`config.mk`:
```
export PLATFORM = sky130hd
export DESIGN_NAME = pin_stream_rx
export DESIGN_NICKNAME = d
export VERILOG_FILES = /design/src/rtl/pin_stream_rx.sv
export SDC_FILE = /design/constraint.sdc
export NUM_CORES = 1
export LEC_CHECK = 0
export CORE_MARGIN = 2
export CORE_UTILIZATION = 50
export CTS_CLUSTER_SIZE = 28
export DETAILED_ROUTE_END_ITERATION = 12
export GPL_ROUTABILITY_DRIVEN = 0
export MAX_ROUTING_LAYER = met4
export PLACE_DENSITY_LB_ADDON = 0.12
export SLEW_MARGIN = 20
export SYNTH_ARGS = -nofsm -noshare
export SYNTH_HDL_FRONTEND = slang
export SYNTH_SLANG_ARGS = --single-unit
export TNS_END_PERCENT = 100
```
`constraint.sdc`:
```
create_clock -name clk -period 2.34 [get_ports clk]
set_input_delay 0.351 -clock clk [delete_from_list [all_inputs] [get_ports clk]]
set_output_delay 0.351 -clock clk [all_outputs]
set_load 0.02 [all_outputs]
```
`src/rtl/pin_stream_rx.sv`:
```
`default_nettype none
// ============================================================================
//  Module      : pin_stream_rx
//  Description : Receiver for the pin-beacon identification stream. Decodes
//                idle-high, LSB-first 8N1 characters and groups them into
//                records separated by the beacon's inter-word idle gap.
//  Revision    : 1.0 - initial release
// ============================================================================
module pin_stream_rx #(
   parameter int BAUD_DIV  = 867,
   parameter int IDLE_BITS = 10
) (
   input  logic       clk,
   input  logic       rst,
   input  logic       rxd,
   output logic [7:0] data_out,
   output logic       data_valid,
   output logic       frame_err,
   output logic       rec_end,
   output logic [7:0] rec_len,
   output logic       busy
);

   // Bit-timing reload values: full bit, half bit (to centre samples), and
   // full bit minus one for the gap timer, because the stop-sample cycle
   // already counts as the first clock of the idle gap.
   localparam logic [11:0] c_B_M1    = 12'(BAUD_DIV);
   localparam logic [11:0] c_B_M2    = 12'(BAUD_DIV - 1);
   localparam logic [11:0] c_H_M1    = 12'(((BAUD_DIV + 1) / 2) - 1);
   localparam logic [7:0]  c_IDLE_M1 = 8'(IDLE_BITS - 1);

   typedef enum logic [1:0] {
      S_IDLE  = 2'd0,
      S_START = 2'd1,
      S_DATA  = 2'd2,
      S_STOP  = 2'd3
   } state_t;

   state_t      r_state, w_state_nxt;
   logic        r_sync0, r_sync1;
   logic        w_rxd_s;
   logic [11:0] r_cnt, w_cnt_nxt;
   logic [2:0]  r_bit, w_bit_nxt;
   logic [7:0]  r_shift, w_shift_nxt;
   logic        r_armed, w_armed_nxt;
   logic        w_fire;
   logic        w_good_stop, w_bad_stop;

   logic [11:0] r_gtim;
   logic [7:0]  r_gap;
   logic        r_open;
   logic        r_rec_end;
   logic [7:0]  r_rec_len;
   logic [7:0]  r_data;
   logic        r_dv, r_fe;

   assign w_rxd_s = r_sync1;
   assign w_fire  = (r_cnt == 12'd0);

   // Two-flop synchronizer on the asynchronous line; presets to idle-high.
   always_ff @(posedge clk) begin
      if (rst) begin
         r_sync0 <= 1'b1;
         r_sync1 <= 1'b1;
      end else begin
         r_sync0 <= rxd;
         r_sync1 <= r_sync0;
      end
   end

   // Receiver state and bit-timing registers.
   always_ff @(posedge clk) begin
      if (rst) begin
         r_state <= S_IDLE;
         r_cnt   <= 12'd0;
         r_bit   <= 3'd0;
         r_shift <= 8'd0;
         r_armed <= 1'b1;
      end else begin
         r_state <= w_state_nxt;
         r_cnt   <= w_cnt_nxt;
         r_bit   <= w_bit_nxt;
         r_shift <= w_shift_nxt;
         r_armed <= w_armed_nxt;
      end
   end

   // Next-state logic: start detect, mid-bit sampling, stop-bit verdict.
   always_comb begin
      w_state_nxt = r_state;
      w_cnt_nxt   = w_fire ? 12'd0 : (r_cnt - 12'd1);
      w_bit_nxt   = r_bit;
      w_shift_nxt = r_shift;
      w_armed_nxt = r_armed;
      w_good_stop = 1'b0;
      w_bad_stop  = 1'b0;
      case (r_state)
         S_IDLE: begin
            if (w_rxd_s) begin
               w_armed_nxt = 1'b1;
            end else if (r_armed) begin
               w_cnt_nxt   = c_H_M1;
               w_state_nxt = S_START;
            end
         end
         S_START: begin
            if (w_fire) begin
               if (!w_rxd_s) begin
                  w_cnt_nxt   = c_B_M1;
                  w_bit_nxt   = 3'd0;
                  w_state_nxt = S_DATA;
               end else begin
                  // Start bit did not survive to mid-bit: treat as a glitch.
                  w_state_nxt = S_IDLE;
               end
            end
         end
         S_DATA: begin
            if (w_fire) begin
               w_shift_nxt = {w_rxd_s, r_shift[7:1]};
               w_cnt_nxt   = c_B_M1;
               if (r_bit == 3'd7) begin
                  w_state_nxt = S_STOP;
               end else begin
                  w_bit_nxt = r_bit + 3'd1;
               end
            end
         end
         S_STOP: begin
            if (w_fire) begin
               w_state_nxt = S_IDLE;
               if (w_rxd_s) begin
                  w_good_stop = 1'b1;
               end else begin
                  // Low stop bit may be a break; wait for the line to go
                  // high before accepting another start edge.
                  w_bad_stop  = 1'b1;
                  w_armed_nxt = 1'b0;
               end
            end
         end
         default: w_state_nxt = S_IDLE;
      endcase
   end

   // Byte output and one-cycle character pulses.
   always_ff @(posedge clk) begin
      if (rst) begin
         r_data <= 8'd0;
         r_dv   <= 1'b0;
         r_fe   <= 1'b0;
      end else begin
         r_dv <= w_good_stop;
         r_fe <= w_bad_stop;
         if (w_good_stop) begin
            r_data <= r_shift;
         end
      end
   end

   // Record gap timer: counts idle bit periods while a record is open.
   always_ff @(posedge clk) begin
      if (rst) begin
         r_gtim    <= 12'd0;
         r_gap     <= 8'd0;
         r_open    <= 1'b0;
         r_rec_end <= 1'b0;
      end else begin
         r_rec_end <= 1'b0;
         if (w_good_stop) begin
            r_gtim <= c_B_M2;
            r_gap  <= 8'd0;
            r_open <= 1'b1;
         end else if (!w_rxd_s) begin
            r_gtim <= c_B_M1;
            r_gap  <= 8'd0;
         end else if ((r_state == S_IDLE) && r_open) begin
            if (r_gtim == 12'd0) begin
               r_gtim <= c_B_M1;
               if (r_gap == c_IDLE_M1) begin
                  r_rec_end <= 1'b1;
                  r_open    <= 1'b0;
                  r_gap     <= 8'd0;
               end else begin
                  r_gap <= r_gap + 8'd1;
               end
            end else begin
               r_gtim <= r_gtim - 12'd1;
            end
         end
      end
   end

   // Record length: saturating byte count, cleared the cycle after rec_end.
   always_ff @(posedge clk) begin
      if (rst) begin
         r_rec_len <= 8'd0;
      end else if (r_rec_end) begin
         r_rec_len <= 8'd0;
      end else if (w_good_stop && (r_rec_len != 8'hFF)) begin
         r_rec_len <= r_rec_len + 8'd1;
      end
   end

   assign data_out   = r_data;
   assign data_valid = r_dv;
   assign frame_err  = r_fe;
   assign rec_end    = r_rec_end;
   assign rec_len    = r_rec_len;
   assign busy       = (r_state != S_IDLE);

endmodule
`default_nettype wire

```
==> results.json <==
{
  "drcViolationCount": 0,
  "hold_viol_final": 0,
  "yosys_warnings": 0,
  "hpwl_um": 4510,
  "hold_ws_ns": 0.411,
  "p_leak_nw": 1.26,
  "holdBufCountCts": 0,
  "wl_um": 6730,
  "die_area_um2": 7030,
  "fin_skew_ns": 0.0111,
  "tritoncts": "built",
  "tightestPinTransition_ns": 0.762,
  "start_util": 0.511,
  "drive_gt1_frac": 0.124,
  "cp_slowest_cell": "clkdlybuf4s50_1",
  "clkLatencyLatePin_ns": 0.36,
  "synth-seq-area-share": 0.427,
  "synth_cell_types": 54,
  "status": "complete, no violations",
  "crit_path_start_kind": "register",
  "stdcell_count": 465,
  "drt-initial-drc-count": 109,
  "syn_area_um2": 3190,
  "cts_resized": 0,
  "worst-path-max-fanout": 14,
  "wl_per_cell_um": 14.5,
  "cts_setup_buffers": 0,
  "arrival_ns": 1.72,
  "synth_area_per_cell_um2": 8.83,
  "synthCells": 361,
  "cts.htree.levels": 3,
  "relSlewSlack": 0.485,
  "cp_num_buf_inv": 1,
  "synth.ff_latch_count": 68,
  "vias": 2699,
  "drv_cap": 0,
  "fin_setup_tns_ns": 0,
  "dpl.cell_count": 449,
  "grt_pass1_wl_um": 11400,
  "path_class": "register to output port",
  "grt_start_max_net_pins": 29,
  "synth_ff_type": "dfxtp_1",
  "crit_family": "buffers and inverters",
  "vias_per_cell": 5.80,
  "core_area_um2": 6240,
  "synth_edf_count": 0,
  "grt_pass1_vias": 2472,
  "fin_util": 0.591,
  "synth_fp_nets": 371,
  "rsz0062_at_grt": "no",
  "crit_path_end_kind": "output port",
  "antenna_found_initial": 0,
  "fin_crit_ns": 2.08,
  "worst_ep_required_time_ns": 1.99,
  "fin_total_pwr_mw": 3.05,
  "maxSlewViolCount": 0,
  "clkTransAtPathRegs_ns": 0.08,
  "cts_root_buf": "clkbuf_8",
  "path_cells": "or2_2 > clkdlybuf4s50_1",
  "period_share": 0.887,
  "dp_slack_ns": 0.349,
  "die_w_um": 83.9,
  "row_count": 29,
  "io_pins": 23,
  "powerDensity_nw_per_um2": 826,
  "stdcell_area_um2": 3690,
  "setup_ws_ns": 0.265,
  "ir_drop_mv": 0.858,
  "max_freq_mhz": 482,
  "place_area_um2": 3480,
  "nets": 393,
  "flow.area_growth_from_synthesis_pct": 15.6,
  "die_h_um": 83.9,
  "slowest_delay_ns": 0.59,
  "diodes": 0,
  "hp-class": "register to register",
  "numCtsBuffers": 9,
  "synthArstFlopShare": 0,
  "cts.sinks": 68,
  "drt-pass1-iter-count": 4,
  "finalSetupViolations": 0,
  "clockBufferDepth": 2,
  "port_buffers": 22,
  "ant_nets": 0,
  "overflow": 0,
  "groute.usage.overall": 0.204
}
worst register-to-register path: stages, from the launching register on:
cell and delay (ns):
dfxtp_1 0.33, inv_1 0.06, ha_1 0.24, nor4b_2 0.41, nand4_1 0.14, buf_4 0.20
or3_1 0.34, a211oi_1 0.23
layout make-up:
type	count	area [µm²]
Timing Repair Buffer	33	303
Fill cell	576	2550
Inverter	10	37.5
Sequential cell	68	1360
Clock inverter	7	81.3
Multi-Input combinational cell	261	1680
Clock buffer	9	124
Tap cell	77	96.3
synth_stat cells, types with 2 or more instances:
master / count / area, µm²
or4_1: 5 / 37.5
and4_1: 2 / 17.5
or2_2: 7 / 43.8
nor3_1: 10 / 50.1
a211oi_2: 2 / 25.0
o31ai_1: 5 / 37.5
nand3b_1: 3 / 22.5
ha_1: 7 / 87.6
or3_1: 12 / 75.1
a21oi_1: 38 / 190
buf_6: 2 / 22.5
nor3_2: 2 / 20.0
nand2_1: 34 / 128
nor2_1: 15 / 56.3
a31oi_1: 4 / 25.0
dfxtp_1: 68 / 1360
nor4_4: 2 / 42.5
a311oi_1: 2 / 17.5
xor2_1: 6 / 52.6
nor4_1: 5 / 31.3
and3_1: 8 / 50.1
inv_1: 10 / 37.5
nand4_1: 11 / 68.8
mux2i_1: 5 / 50.1
buf_2: 6 / 30.0
nand3_1: 16 / 80.1
nor2b_1: 3 / 18.8
a211oi_1: 6 / 45.0
clkbuf_1: 12 / 45.0
o2111ai_1: 3 / 26.3
xnor2_1: 5 / 43.8
o21ai_0: 17 / 85.1
a21boi_0: 2 / 15.0
nor3b_1: 6 / 45.0
cells in the final DEF (no fill, tap or decap), types with 3 or more instances in the layout:
cell type / instances
buf_4: 11
or4_1: 5
nor2_1: 15
xor2_1: 6
o31ai_1: 5
and3_1: 8
nand3b_1: 3
nand2_1: 34
a31oi_1: 4
nor3_1: 10
nand3_1: 16
nor4_1: 5
o2111ai_1: 3
inv_1: 10
nor2b_1: 3
clkbuf_8: 9
or2_2: 7
mux2i_1: 5
or3_1: 12
a211oi_1: 6
clkdlybuf4s50_1: 22
nand4_1: 11
a21oi_1: 38
o21ai_0: 17
xnor2_1: 5
nor3b_1: 6
dfxtp_1: 68
inv_6: 4
ha_1: 7
worst paths after layout:
path,cells past startpoint,endpoint,start,slack [ns]
max reg2reg,7,r_gap[4]$_SDFFE_PP0P_,r_gtim[0]$_SDFFE_PP0P_,0.30
min,1,r_sync1$_SDFF_PP1_,r_sync0$_SDFF_PP1_,0.41
max,2,busy,r_state[0]$_SDFFE_PP0P_,0.26
min reg2reg,1,r_sync1$_SDFF_PP1_,r_sync0$_SDFF_PP1_,0.41
per-layer routing:
layer  wire length (µm)  share of wire  vias up  GRT usage
met3                260          0.039        8     0.0534
met4                 75          0.011        0     0.0689
li1                   -              -     1379          -
met5                  0              0        -          -
met1               3350           0.50     1275      0.271
met2               3050           0.45       37      0.304
logic make-up (layout without fill, tap and decap cells):
| logic type | after synthesis | in the layout | share of synthesized area |
|---|---|---|---|
| muxes | 5 | 5 | 0.0157 |
| DFF | 68 | 68 | 0.427 |
| AOI/OAI and AO/OA | 86 | 86 | 0.168 |
| xor gates and xnor gates | 11 | 11 | 0.0302 |
| adders and majority gates | 7 | 7 | 0.0275 |
| and+or+nand+nor | 152 | 152 | 0.287 |
| buffers and inverters | 32 | 59 | 0.0451 |
registers in the layout, summed over array words and instances (netlist names), 3 cells and up, named ones only:
name / count
data_out: 8
r_bit: 3
r_cnt: 12
r_gap: 8
r_gtim: 12
r_shift: 8
rec_len: 8
report_power, final:
part           leakage [nW]  internal, mW  switching, mW
clock                 0.101         0.508          0.494
combinational         0.607         0.304          0.377
sequential            0.551          1.24          0.121
Note: power is estimated with default switching activity, not from simulation.
